$ cat src/rtl/pll_reset_pkg.sv
// Shared constants and helpers for the PLL reset/lock sequencer.
package pll_reset_pkg;

  localparam logic [2:0] ST_RESET_PLL = 3'd0;
  localparam logic [2:0] ST_WAIT_LOCK = 3'd1;
  localparam logic [2:0] ST_STABLE    = 3'd2;
  localparam logic [2:0] ST_RUN       = 3'd3;
  localparam logic [2:0] ST_PWRDN     = 3'd4;
  localparam logic [2:0] ST_FAIL      = 3'd5;

  localparam logic [7:0] LOCK_LOSS_SAT = 8'hFF;

  // Bits needed to count 0..n-1, never less than one.
  function automatic int clog2_w(input int n);
    int w;
    w = 1;
    for (int i = 1; i < 31; i++) begin
      if ((32'sd1 << i) < n) begin
        w = i + 1;
      end
    end
    return w;
  endfunction

  function automatic logic [7:0] sat_inc8(input logic [7:0] v);
    return (v == LOCK_LOSS_SAT) ? v : v + 8'd1;
  endfunction

endpackage

$ cat src/rtl/pll_reset_seq_sync_2ff.sv
// Two-flop synchronizer for a quasi-static signal entering the CLK domain.
module sync_2ff #(
  parameter int WIDTH = 1
) (
  input  logic             clk,
  input  logic             rst,
  input  logic [WIDTH-1:0] d,
  output logic [WIDTH-1:0] q
);

  logic [WIDTH-1:0] meta_r;
  logic [WIDTH-1:0] sync_r;

  // Metastability filter chain.
  always_ff @(posedge clk) begin
    if (rst) begin
      meta_r <= '0;
      sync_r <= '0;
    end else begin
      meta_r <= d;
      sync_r <= meta_r;
    end
  end

  assign q = sync_r;

endmodule

$ cat src/rtl/pll_reset_seq.sv
// PLL reset/lock sequencer: pulses PLL reset, waits for stable lock, retries on
// timeout, and gates the downstream system reset on a synchronized lock.
module pll_reset_seq #(
  parameter int RST_PULSE_CYCLES    = 16,
  parameter int LOCK_TIMEOUT_CYCLES = 65536,
  parameter int LOCK_STABLE_CYCLES  = 256,
  parameter int RETRY_LIMIT         = 7
) (
  input  logic       clk,
  input  logic       rst,
  input  logic       pwrdwn_req,
  input  logic       pll_locked,
  output logic       pll_rst,
  output logic       pll_pwrdwn,
  output logic       sys_rst,
  output logic       ready,
  output logic       fail,
  output logic [3:0] retry_cnt,
  output logic [7:0] lock_loss_cnt
);

  import pll_reset_pkg::*;

  localparam int PULSE_W = clog2_w(RST_PULSE_CYCLES);
  localparam int TOUT_W  = clog2_w(LOCK_TIMEOUT_CYCLES);
  localparam int STAB_W  = clog2_w(LOCK_STABLE_CYCLES);
  localparam int PT_W    = (PULSE_W > TOUT_W) ? PULSE_W : TOUT_W;
  localparam int TMR_W   = (PT_W > STAB_W) ? PT_W : STAB_W;

  localparam logic [TMR_W-1:0] PULSE_LAST = TMR_W'(RST_PULSE_CYCLES - 1);
  localparam logic [TMR_W-1:0] TOUT_LAST  = TMR_W'(LOCK_TIMEOUT_CYCLES - 1);
  localparam logic [TMR_W-1:0] STAB_LAST  = TMR_W'(LOCK_STABLE_CYCLES - 1);
  localparam logic [3:0]       RETRY_LIM  = 4'(RETRY_LIMIT);

  logic             locked_s;
  logic [2:0]       state_r;
  logic [2:0]       state_nxt_s;
  logic [TMR_W-1:0] timer_r;
  logic [TMR_W-1:0] timer_nxt_s;
  logic [3:0]       retry_inc_s;
  logic [3:0]       retry_nxt_s;
  logic [7:0]       loss_nxt_s;
  logic             pll_rst_nxt_s;
  logic             pll_pwrdwn_nxt_s;
  logic             sys_rst_nxt_s;
  logic             ready_nxt_s;
  logic             fail_nxt_s;

  sync_2ff #(.WIDTH(1)) u_lock_sync (
    .clk (clk),
    .rst (rst),
    .d   (pll_locked),
    .q   (locked_s)
  );

  assign retry_inc_s = retry_cnt + 4'd1;

  // Next-state and counter update; power-down preempts everything but FAIL.
  always_comb begin
    state_nxt_s = state_r;
    retry_nxt_s = retry_cnt;
    loss_nxt_s  = lock_loss_cnt;
    if (pwrdwn_req && (state_r != ST_FAIL)) begin
      state_nxt_s = ST_PWRDN;
    end else begin
      case (state_r)
        ST_RESET_PLL: begin
          if (timer_r == PULSE_LAST) begin
            state_nxt_s = ST_WAIT_LOCK;
          end else begin
            state_nxt_s = ST_RESET_PLL;
          end
        end
        ST_WAIT_LOCK: begin
          if (locked_s) begin
            state_nxt_s = ST_STABLE;
          end else if (timer_r == TOUT_LAST) begin
            retry_nxt_s = retry_inc_s;
            if (retry_inc_s >= RETRY_LIM) begin
              state_nxt_s = ST_FAIL;
            end else begin
              state_nxt_s = ST_RESET_PLL;
            end
          end else begin
            state_nxt_s = ST_WAIT_LOCK;
          end
        end
        ST_STABLE: begin
          if (!locked_s) begin
            state_nxt_s = ST_WAIT_LOCK;
          end else if (timer_r == STAB_LAST) begin
            state_nxt_s = ST_RUN;
            retry_nxt_s = 4'd0;
          end else begin
            state_nxt_s = ST_STABLE;
          end
        end
        ST_RUN: begin
          if (!locked_s) begin
            loss_nxt_s  = sat_inc8(lock_loss_cnt);
            state_nxt_s = ST_RESET_PLL;
          end else begin
            state_nxt_s = ST_RUN;
          end
        end
        ST_PWRDN: begin
          if (!pwrdwn_req) begin
            state_nxt_s = ST_RESET_PLL;
            retry_nxt_s = 4'd0;
          end else begin
            state_nxt_s = ST_PWRDN;
          end
        end
        ST_FAIL: begin
          state_nxt_s = ST_FAIL;
        end
        default: begin
          state_nxt_s = ST_RESET_PLL;
        end
      endcase
    end
  end

  // Shared timer: cleared on every state change, only runs in timed states.
  always_comb begin
    timer_nxt_s = '0;
    if (state_nxt_s != state_r) begin
      timer_nxt_s = '0;
    end else if ((state_r == ST_RESET_PLL) || (state_r == ST_WAIT_LOCK) ||
                 (state_r == ST_STABLE)) begin
      timer_nxt_s = timer_r + TMR_W'(1);
    end else begin
      timer_nxt_s = '0;
    end
  end

  // Output decode from the upcoming state so outputs register alongside it.
  always_comb begin
    pll_rst_nxt_s    = 1'b1;
    pll_pwrdwn_nxt_s = 1'b0;
    sys_rst_nxt_s    = 1'b1;
    ready_nxt_s      = 1'b0;
    fail_nxt_s       = 1'b0;
    case (state_nxt_s)
      ST_RESET_PLL: begin
        pll_rst_nxt_s = 1'b1;
      end
      ST_WAIT_LOCK, ST_STABLE: begin
        pll_rst_nxt_s = 1'b0;
      end
      ST_RUN: begin
        pll_rst_nxt_s = 1'b0;
        sys_rst_nxt_s = 1'b0;
        ready_nxt_s   = 1'b1;
      end
      ST_PWRDN: begin
        pll_pwrdwn_nxt_s = 1'b1;
      end
      ST_FAIL: begin
        fail_nxt_s = 1'b1;
      end
      default: begin
        pll_rst_nxt_s = 1'b1;
      end
    endcase
  end

  // State, counters and registered outputs.
  always_ff @(posedge clk) begin
    if (rst) begin
      state_r       <= ST_RESET_PLL;
      timer_r       <= '0;
      retry_cnt     <= 4'd0;
      lock_loss_cnt <= 8'd0;
      pll_rst       <= 1'b1;
      pll_pwrdwn    <= 1'b0;
      sys_rst       <= 1'b1;
      ready         <= 1'b0;
      fail          <= 1'b0;
    end else begin
      state_r       <= state_nxt_s;
      timer_r       <= timer_nxt_s;
      retry_cnt     <= retry_nxt_s;
      lock_loss_cnt <= loss_nxt_s;
      pll_rst       <= pll_rst_nxt_s;
      pll_pwrdwn    <= pll_pwrdwn_nxt_s;
      sys_rst       <= sys_rst_nxt_s;
      ready         <= ready_nxt_s;
      fail          <= fail_nxt_s;
    end
  end

endmodule

$ cat config.mk
export PLATFORM = sky130hd
export DESIGN_NAME = pll_reset_seq
export DESIGN_NICKNAME = d
export VERILOG_FILES = /design/src/rtl/pll_reset_pkg.sv /design/src/rtl/pll_reset_seq_sync_2ff.sv /design/src/rtl/pll_reset_seq.sv
export SDC_FILE = /design/constraint.sdc
export NUM_CORES = 1
export LEC_CHECK = 0
export CAP_MARGIN = 10
export CORE_MARGIN = 4
export CORE_UTILIZATION = 50
export CTS_CLUSTER_SIZE = 12
export DETAILED_ROUTE_END_ITERATION = 8
export PLACE_DENSITY = 0.72
export RECOVER_POWER = 50
export SLEW_MARGIN = 15
export SYNTH_ARGS = -nofsm -noshare
export SYNTH_HDL_FRONTEND = slang
export SYNTH_SLANG_ARGS = --single-unit
export TNS_END_PERCENT = 20
$ cat constraint.sdc
create_clock -name clk -period 3.1 [get_ports clk]
set_clock_uncertainty 0.2 [all_clocks]
set_input_delay 0.93 -clock clk [delete_from_list [all_inputs] [get_ports clk]]
set_output_delay 0.93 -clock clk [all_outputs]
set_load 0.03 [all_outputs]
* After elaboration in Yosys (flattened, before gate mapping)
Index checks and enable logic that the tools add are counted.
Storage, ports and cells: register bits after elaboration 38
Operators by class: $add $sub $neg 3, $lt $le $gt $ge 1, eq/ne operators 21, mux-type cells 21, bitwise logic cells 4, reductions and logical operators 9
Operators by type and width (number):
- 4-bit two-way mux | 5
- 3-bit case mux with 6 select lines | 1
- 16-bit by 1-bit adder with 16-bit output (second input constant) | 1
- 16-bit equality test (second input constant) | 1
- 16-bit by 4-bit equality test with 1-bit output (second input constant) | 1
- 16-bit by 8-bit equality test with 1-bit output (second input constant) | 1
- 3-bit two-way mux | 5
- 3-bit by 2-bit equality test with 1-bit output (second input constant) | 4
- 3-bit equality test (second input constant) | 4
- 4-bit case mux with 3 select lines | 1
- 8-bit by 1-bit adder with 8-bit output (second input constant) | 1
- 8-bit equality test (second input constant) | 1
- 2-bit inequality test (second input constant) | 4
- 1-bit two-way mux | 7
- 7-bit AND reduction | 1
- 3-bit by 1-bit equality test with 1-bit output (second input constant) | 2
- 3-bit OR reduction | 2
- 4-bit by 1-bit adder with 4-bit output (second input constant) | 1
- 4-bit by 3-bit greater-or-equal comparator with 1-bit output (second input constant) | 1
- 2-bit two-way mux | 2
- 1-bit inverter | 4
- 4-bit AND reduction | 1
- 3-bit logical NOT | 1
- 3-bit inequality test | 1
- 5 further kinds | 6

* Depth between registers and ports, before layout
Gate-level depths: netlist of the first run.
depth after elaboration 10, mapped depth 8

* Hierarchy
Synthesis of the first run repeated with hierarchy kept, for this count alone.
Second synthesis, totals: cells, all modules 210, area, all modules 1883.1 µm²
Modules (own cells, without submodules):
- pll_reset_seq | times used 1, cells each 206, area an instance 1830.5 µm², sequential area each 720.7 µm²
- sync_2ff | times used 1, cells each 4, area an instance 52.6 µm², sequential area each 40.0 µm²

* Worst setup path after synthesis of the first run
No wires, ideal clock.
path kind register -> register, from register retry_cnt[0], to register timer_r[1], library setup time 0.080 ns, arrival time 2.140 ns, data required time 2.820 ns, setup slack 0.681 ns, cell stages (with the launch flop) 9, clock period less this slack 2.419 ns, cells stage by stage dfxtp_1 ha_1 xor2_1 a22oi_1 and3b_1 nor3_1 nand2_1 buf_4 nor3b_1
Between the ends: word-level cells in the longest chain between the ends 9
RTL lines:
- start: declaration | RTL line pll_reset_seq.sv:18 | output logic [3:0] retry_cnt,
- start signal: assignment | RTL line pll_reset_seq.sv:183 | retry_cnt <= retry_nxt_s;
- 4-bit by 1-bit adder with 4-bit output | RTL line pll_reset_seq.sv:56 | assign retry_inc_s = retry_cnt + 4'd1;
- 4-bit by 3-bit greater-or-equal comparator with 1-bit output | RTL line pll_reset_seq.sv:79 | if (retry_inc_s >= RETRY_LIM) begin
- 3-bit two-way mux | RTL line pll_reset_seq.sv:79
- 3-bit two-way mux | RTL line pll_reset_seq.sv:77 | end else if (timer_r == TOUT_LAST) begin
- 3-bit two-way mux | RTL line pll_reset_seq.sv:75 | if (locked_s) begin
- 3-bit case mux with 6 select lines | RTL line pll_reset_seq.sv:66 | case (state_r)
- 3-bit two-way mux | RTL line pll_reset_seq.sv:63 | if (pwrdwn_req && (state_r != ST_FAIL)) begin
- 3-bit inequality test | RTL line pll_reset_seq.sv:127 | if (state_nxt_s != state_r) begin
- 3-bit OR reduction (no line)
- end signal: assignment | RTL line pll_reset_seq.sv:182 | timer_r <= timer_nxt_s;
- end: declaration | RTL line pll_reset_seq.sv:38 | logic [TMR_W-1:0] timer_r;
No other way between the ends. A chain may end at the register's enable or synchronous reset.

* Worst setup path after layout of the first run
from input pwrdwn_req, to register lock_loss_cnt[5]
Between the ends: word-level cells in the longest chain between the ends 3
RTL lines:
- start: declaration | RTL line pll_reset_seq.sv:11 | input logic pwrdwn_req,
- 1-bit logical AND | RTL line pll_reset_seq.sv:63
- 1-bit inverter (no line)
- 4-bit AND reduction (no line)
- end signal: assignment | RTL line pll_reset_seq.sv:184 | lock_loss_cnt <= loss_nxt_s;
- end: declaration | RTL line pll_reset_seq.sv:19 | output logic [7:0] lock_loss_cnt
No other way between the ends.

==> run_summary.xml, run 1 <==
<?xml version="1.0" encoding="UTF-8"?>
<metrics>
  <group name="sta">
    <metric name="achievable-frequency" unit="MHz">377</metric>
    <metric name="finalMaxSlewViolations" unit="">0</metric>
    <metric name="rsz_0062_raised_after_global_routing" unit="">false</metric>
    <metric name="worstMarginPinSlew" unit="ns">0.487</metric>
    <metric name="hold_ws" unit="ns">0.261</metric>
    <metric name="timing.max_slew.rel_slack" unit="%">67.4</metric>
    <metric name="finalSetupViolations" unit="">0</metric>
    <metric name="finalWorstSetupSlack" unit="ns">0.448</metric>
    <metric name="timing.final.crit_share" unit="%">85.5</metric>
    <metric name="timing.final.crit_period" unit="ns">2.65</metric>
    <metric name="hold_violations" unit="">0</metric>
    <metric name="totalNegativeSetupSlack" unit="ns">0</metric>
  </group>
  <group name="global_route">
    <metric name="overflow" unit="">0</metric>
    <metric name="grt_pass1_wl" unit="mm">6.11</metric>
    <metric name="grt_max_degree" unit="">17</metric>
    <metric name="grtUsageTotal" unit="%">17.0</metric>
    <metric name="via_count_of_the_first_global_routing_pass" unit="">1395</metric>
    <metric name="antenna_violations_before_repair" unit="">0</metric>
  </group>
  <group name="logic_synthesis">
    <metric name="yosys_warnings" unit="">0</metric>
    <metric name="largest_area_contributor_in_the_synthesized_netlist" unit="">sky130_fd_sc_hd__dfxtp_1</metric>
    <metric name="synth_top_family_by_area" unit="">simple AND/OR/NAND/NOR gates</metric>
    <metric name="adder_cell_share_of_the_synthesized_area" unit="%">2.70</metric>
    <metric name="synth_fp_nets" unit="">210</metric>
    <metric name="synth_compound_area_share" unit="%">7.77</metric>
    <metric name="synth.top_cell.area_share" unit="%">41.1</metric>
    <metric name="synth_area" unit="um2">1850</metric>
    <metric name="synth.lib_cells_used.distinct" unit="">42</metric>
    <metric name="synth_simple_gate_area_share" unit="%">32.2</metric>
    <metric name="synth-main-ff-cell" unit="">sky130_fd_sc_hd__dfxtp_1</metric>
    <metric name="mux_contribution_to_synthesized_area" unit="%">1.62</metric>
    <metric name="number_of_enable_flip_flop_cells_after_synthesis" unit="">0</metric>
    <metric name="synth-seq-area-share" unit="%">41.1</metric>
    <metric name="synthCells" unit="">202</metric>
    <metric name="synth.avg_cell_area" unit="um2">9.17</metric>
    <metric name="post_synth_main_area_contributors" unit="">sky130_fd_sc_hd__dfxtp_1 41%, sky130_fd_sc_hd__nor2_1 6.3%, sky130_fd_sc_hd__xor2_1 6.1%</metric>
    <metric name="ys_async_sr_fraction" unit="%">0</metric>
    <metric name="synth.ff_latch_count" unit="">38</metric>
    <metric name="synthXorXnorAreaFrac" unit="%">10.9</metric>
  </group>
  <group name="clock_network">
    <metric name="cts_resized" unit="">0</metric>
    <metric name="clk_pin_slew_worst_paths" unit="ns">0.07</metric>
    <metric name="cts_root_buf" unit="">sky130_fd_sc_hd__clkbuf_8</metric>
    <metric name="htree_num_levels" unit="">2</metric>
    <metric name="clock_buffer_count_from_cts" unit="">5</metric>
    <metric name="insertion_delay" unit="ns">0.29</metric>
    <metric name="cts_post_setup_buffers_inserted" unit="">0</metric>
    <metric name="post_cts_hold_buffer_count" unit="">0</metric>
    <metric name="cts.sink_count" unit="">38</metric>
    <metric name="clk_path_buf_depth" unit="">2</metric>
    <metric name="cts_tree" unit="">done</metric>
  </group>
  <group name="critical_path">
    <metric name="cp_cell_sequence" unit="">dlygate4sd3_1 &gt; nor4b_1 &gt; o211ai_1 &gt; nor2_1 &gt; and3_1 &gt; xnor2_1 &gt; nor2_1</metric>
    <metric name="timing.critical_path.from" unit="">pwrdwn_req</metric>
    <metric name="timing.rr.start" unit="">timer_r[0]$_SDFF_PP0_</metric>
    <metric name="crit_type" unit="">primary input to flip-flop</metric>
    <metric name="critPathRequiredTime" unit="ns">3.07</metric>
    <metric name="timing.critical_path.from_type" unit="">primary input</metric>
    <metric name="cp_top_family" unit="">simple AND/OR/NAND/NOR gates</metric>
    <metric name="crit_buf_inv" unit="">1</metric>
    <metric name="critPathArrivalTime" unit="ns">2.62</metric>
    <metric name="crit_path_max_fo" unit="">7</metric>
    <metric name="worst_path_largest_cell_delay" unit="ns">0.64</metric>
    <metric name="crit_path_frequent_cell" unit="">sky130_fd_sc_hd__nor2_1</metric>
    <metric name="crit_path_top_delay_cell" unit="">sky130_fd_sc_hd__dlygate4sd3_1</metric>
    <metric name="worstSetupEndpointType" unit="">flip-flop</metric>
  </group>
  <group name="layout">
    <metric name="drive_above_1_share" unit="%">11.0</metric>
    <metric name="synthToLayoutAreaGrowth" unit="%">18.0</metric>
    <metric name="layout.nets" unit="">234</metric>
    <metric name="antennaDiodeCount" unit="">0</metric>
    <metric name="fillerInstances" unit="">306</metric>
    <metric name="utilization" unit="%">63.5</metric>
  </group>
  <group name="pwr">
    <metric name="power_density_relative_to_cell_area" unit="nW/um2">428</metric>
    <metric name="power.total" unit="mW">0.936</metric>
    <metric name="leakage" unit="nW">0.797</metric>
    <metric name="worst_ir_drop_vdd" unit="uV">285</metric>
  </group>
  <group name="routing">
    <metric name="drt.antenna.violating_nets" unit="">0</metric>
    <metric name="wl_per_cell" unit="um">13.0</metric>
    <metric name="drtIter0Drc" unit="">146</metric>
    <metric name="avgViaCountPerCell" unit="">5.51</metric>
    <metric name="firstDrtPassIters" unit="">4</metric>
    <metric name="route.detailed.drc" unit="">0</metric>
    <metric name="dr_total_vias" unit="">1505</metric>
    <metric name="drt_wirelength" unit="mm">3.55</metric>
  </group>
  <group name="worst_hold_path">
    <metric name="hp_class" unit="">flip-flop to flip-flop</metric>
    <metric name="timing.hold.worst.start" unit="">u_lock_sync.meta_r$_SDFF_PP0_</metric>
  </group>
  <group name="floorplan">
    <metric name="die-area" unit="um2">4740</metric>
    <metric name="core_area" unit="um2">3440</metric>
    <metric name="die_w" unit="um">68.9</metric>
    <metric name="placement_rows" unit="">21</metric>
    <metric name="initial_utilization" unit="%">53.8</metric>
    <metric name="die_height" unit="um">68.9</metric>
    <metric name="top_level_ports" unit="">21</metric>
  </group>
  <group name="flow_run">
    <metric name="drv_cap" unit="">0</metric>
  </group>
  <group name="placement">
    <metric name="buffers_added_on_ports" unit="">20</metric>
    <metric name="detailed_place_hpwl" unit="mm">2.56</metric>
    <metric name="dpl_worst_slack" unit="ns">0.243</metric>
    <metric name="place.gp.congestion" unit="">0.854</metric>
  </group>
  <group name="status">
    <metric name="status" unit="">finished clean</metric>
  </group>
</metrics>
report_power, final:
group / internal, mW / total, mW / switching [mW] / leakage [nW]
combinational: 0.0129 / 0.0337 / 0.0209 / 0.432
clock: 0.237 / 0.405 / 0.168 / 0.0579
sequential: 0.492 / 0.498 / 0.00539 / 0.307
total: 0.742 / 0.936 / 0.195 / 0.797
registers in the layout, indices dropped and copies added, names as in the netlist:
name                count
sys_rst                 1
ready                   1
lock_loss_cnt           8
u_lock_sync.q           1
timer_r                16
pll_rst                 1
fail                    1
u_lock_sync.meta_r      1
retry_cnt               4
state_r                 3
pll_pwrdwn              1
kinds of logic (layout without fill, tap and decap cells):
logic type,count (synthesis),in the layout
and+or+nand+nor,103,103
buffers and inverters,15,40
DFF,38,38
adders and majority gates,4,4
AOI/OAI and AO/OA,16,16
xor gates and xnor gates,23,23
muxes,3,3
through the flow:
step	cells	area [um2]
after floorplan	202	1850
after CTS	273	2210
after global placement	265	2100
final	273	2190
after global routing	273	2190
after detailed placement	265	2100
worst paths after layout:
kind / depth (start not counted) / slack, ns / to
worst max-delay path: 7 / 0.45 / lock_loss_cnt[5]$_SDFFE_PP0P_
worst min-delay path: 1 / 0.26 / u_lock_sync.q$_SDFF_PP0_
worst max register to register: 7 / 0.51 / retry_cnt[2]$_SDFFE_PP0P_
worst min register to register: 1 / 0.26 / u_lock_sync.q$_SDFF_PP0_
metal layers:
layer  vias up  global-route usage (%)  part of all wire (%)
li1        755                       -                     -
met1       704                    21.2                    44
met2        41                    28.3                    49
met3         5                    5.51                   5.5
met4         0                    3.89                  0.87
met5         -                       0                     0
worst register-to-register path: cells and delay by family (launching register included):
kind	cells	cell delay [ns]
flops	1	0.39
simple gates	3	0.78
compound gates	3	0.85
fa+ha+maj	1	0.26
area by class of cell:
cell class	count	area, um2	share of cell area, %
tap	46	57.6	2.63
inverter	8	30.0	1.37
timing repair buffer	24	220	10.1
clock buffer	5	68.8	3.15
sequential	38	761	34.8
multi-input combinational	149	1010	46.1
clock inverter	3	40.0	1.83
Yosys cell counts (2+ instances only):
cell	n
sky130_fd_sc_hd__dfxtp_1	38
sky130_fd_sc_hd__nor2_1	31
sky130_fd_sc_hd__nand2_1	13
sky130_fd_sc_hd__xor2_1	13
sky130_fd_sc_hd__nand3_1	11
sky130_fd_sc_hd__xnor2_1	10
sky130_fd_sc_hd__nor3_2	9
sky130_fd_sc_hd__inv_1	8
sky130_fd_sc_hd__nand4_1	7
sky130_fd_sc_hd__nor2b_1	6
sky130_fd_sc_hd__clkbuf_1	4
sky130_fd_sc_hd__ha_1	4
sky130_fd_sc_hd__nor3_1	4
sky130_fd_sc_hd__nor4_1	4
sky130_fd_sc_hd__and3_1	3
sky130_fd_sc_hd__mux2i_1	3
sky130_fd_sc_hd__o21ai_0	3
sky130_fd_sc_hd__a211oi_1	2
sky130_fd_sc_hd__a22oi_1	2
sky130_fd_sc_hd__a32o_1	2
sky130_fd_sc_hd__and3b_1	2
sky130_fd_sc_hd__nor3b_1	2
sky130_fd_sc_hd__or4_1	2
placed cells by master, fill, tap and decap left out, drive strengths merged, types with 2 or more instances in the layout:
master and n:
o31ai 2, mux2i 3, nand4 8, a32o 2, nor2 31, nor2b 6, clkbuf 8, nand3 11
or4 2, nor3b 3, o21ai 4, and3b 2, a211oi 2, and3 3, xor2 13, nand2 13
a22oi 2, clkinv 2, inv 8, clkdlybuf4s50 11, dlygate4sd3 9, ha 4, dfxtp 38, xnor2 10
nor4 5, nor3 13
(Power assumes the default switching activity.)
==> run 2, diff against run 1 <==
Settings changed: CAP_MARGIN 10 to 15.
==> results of run 2 <==
Same layout as run 1: the final DEF is identical, and so are final timing and power.
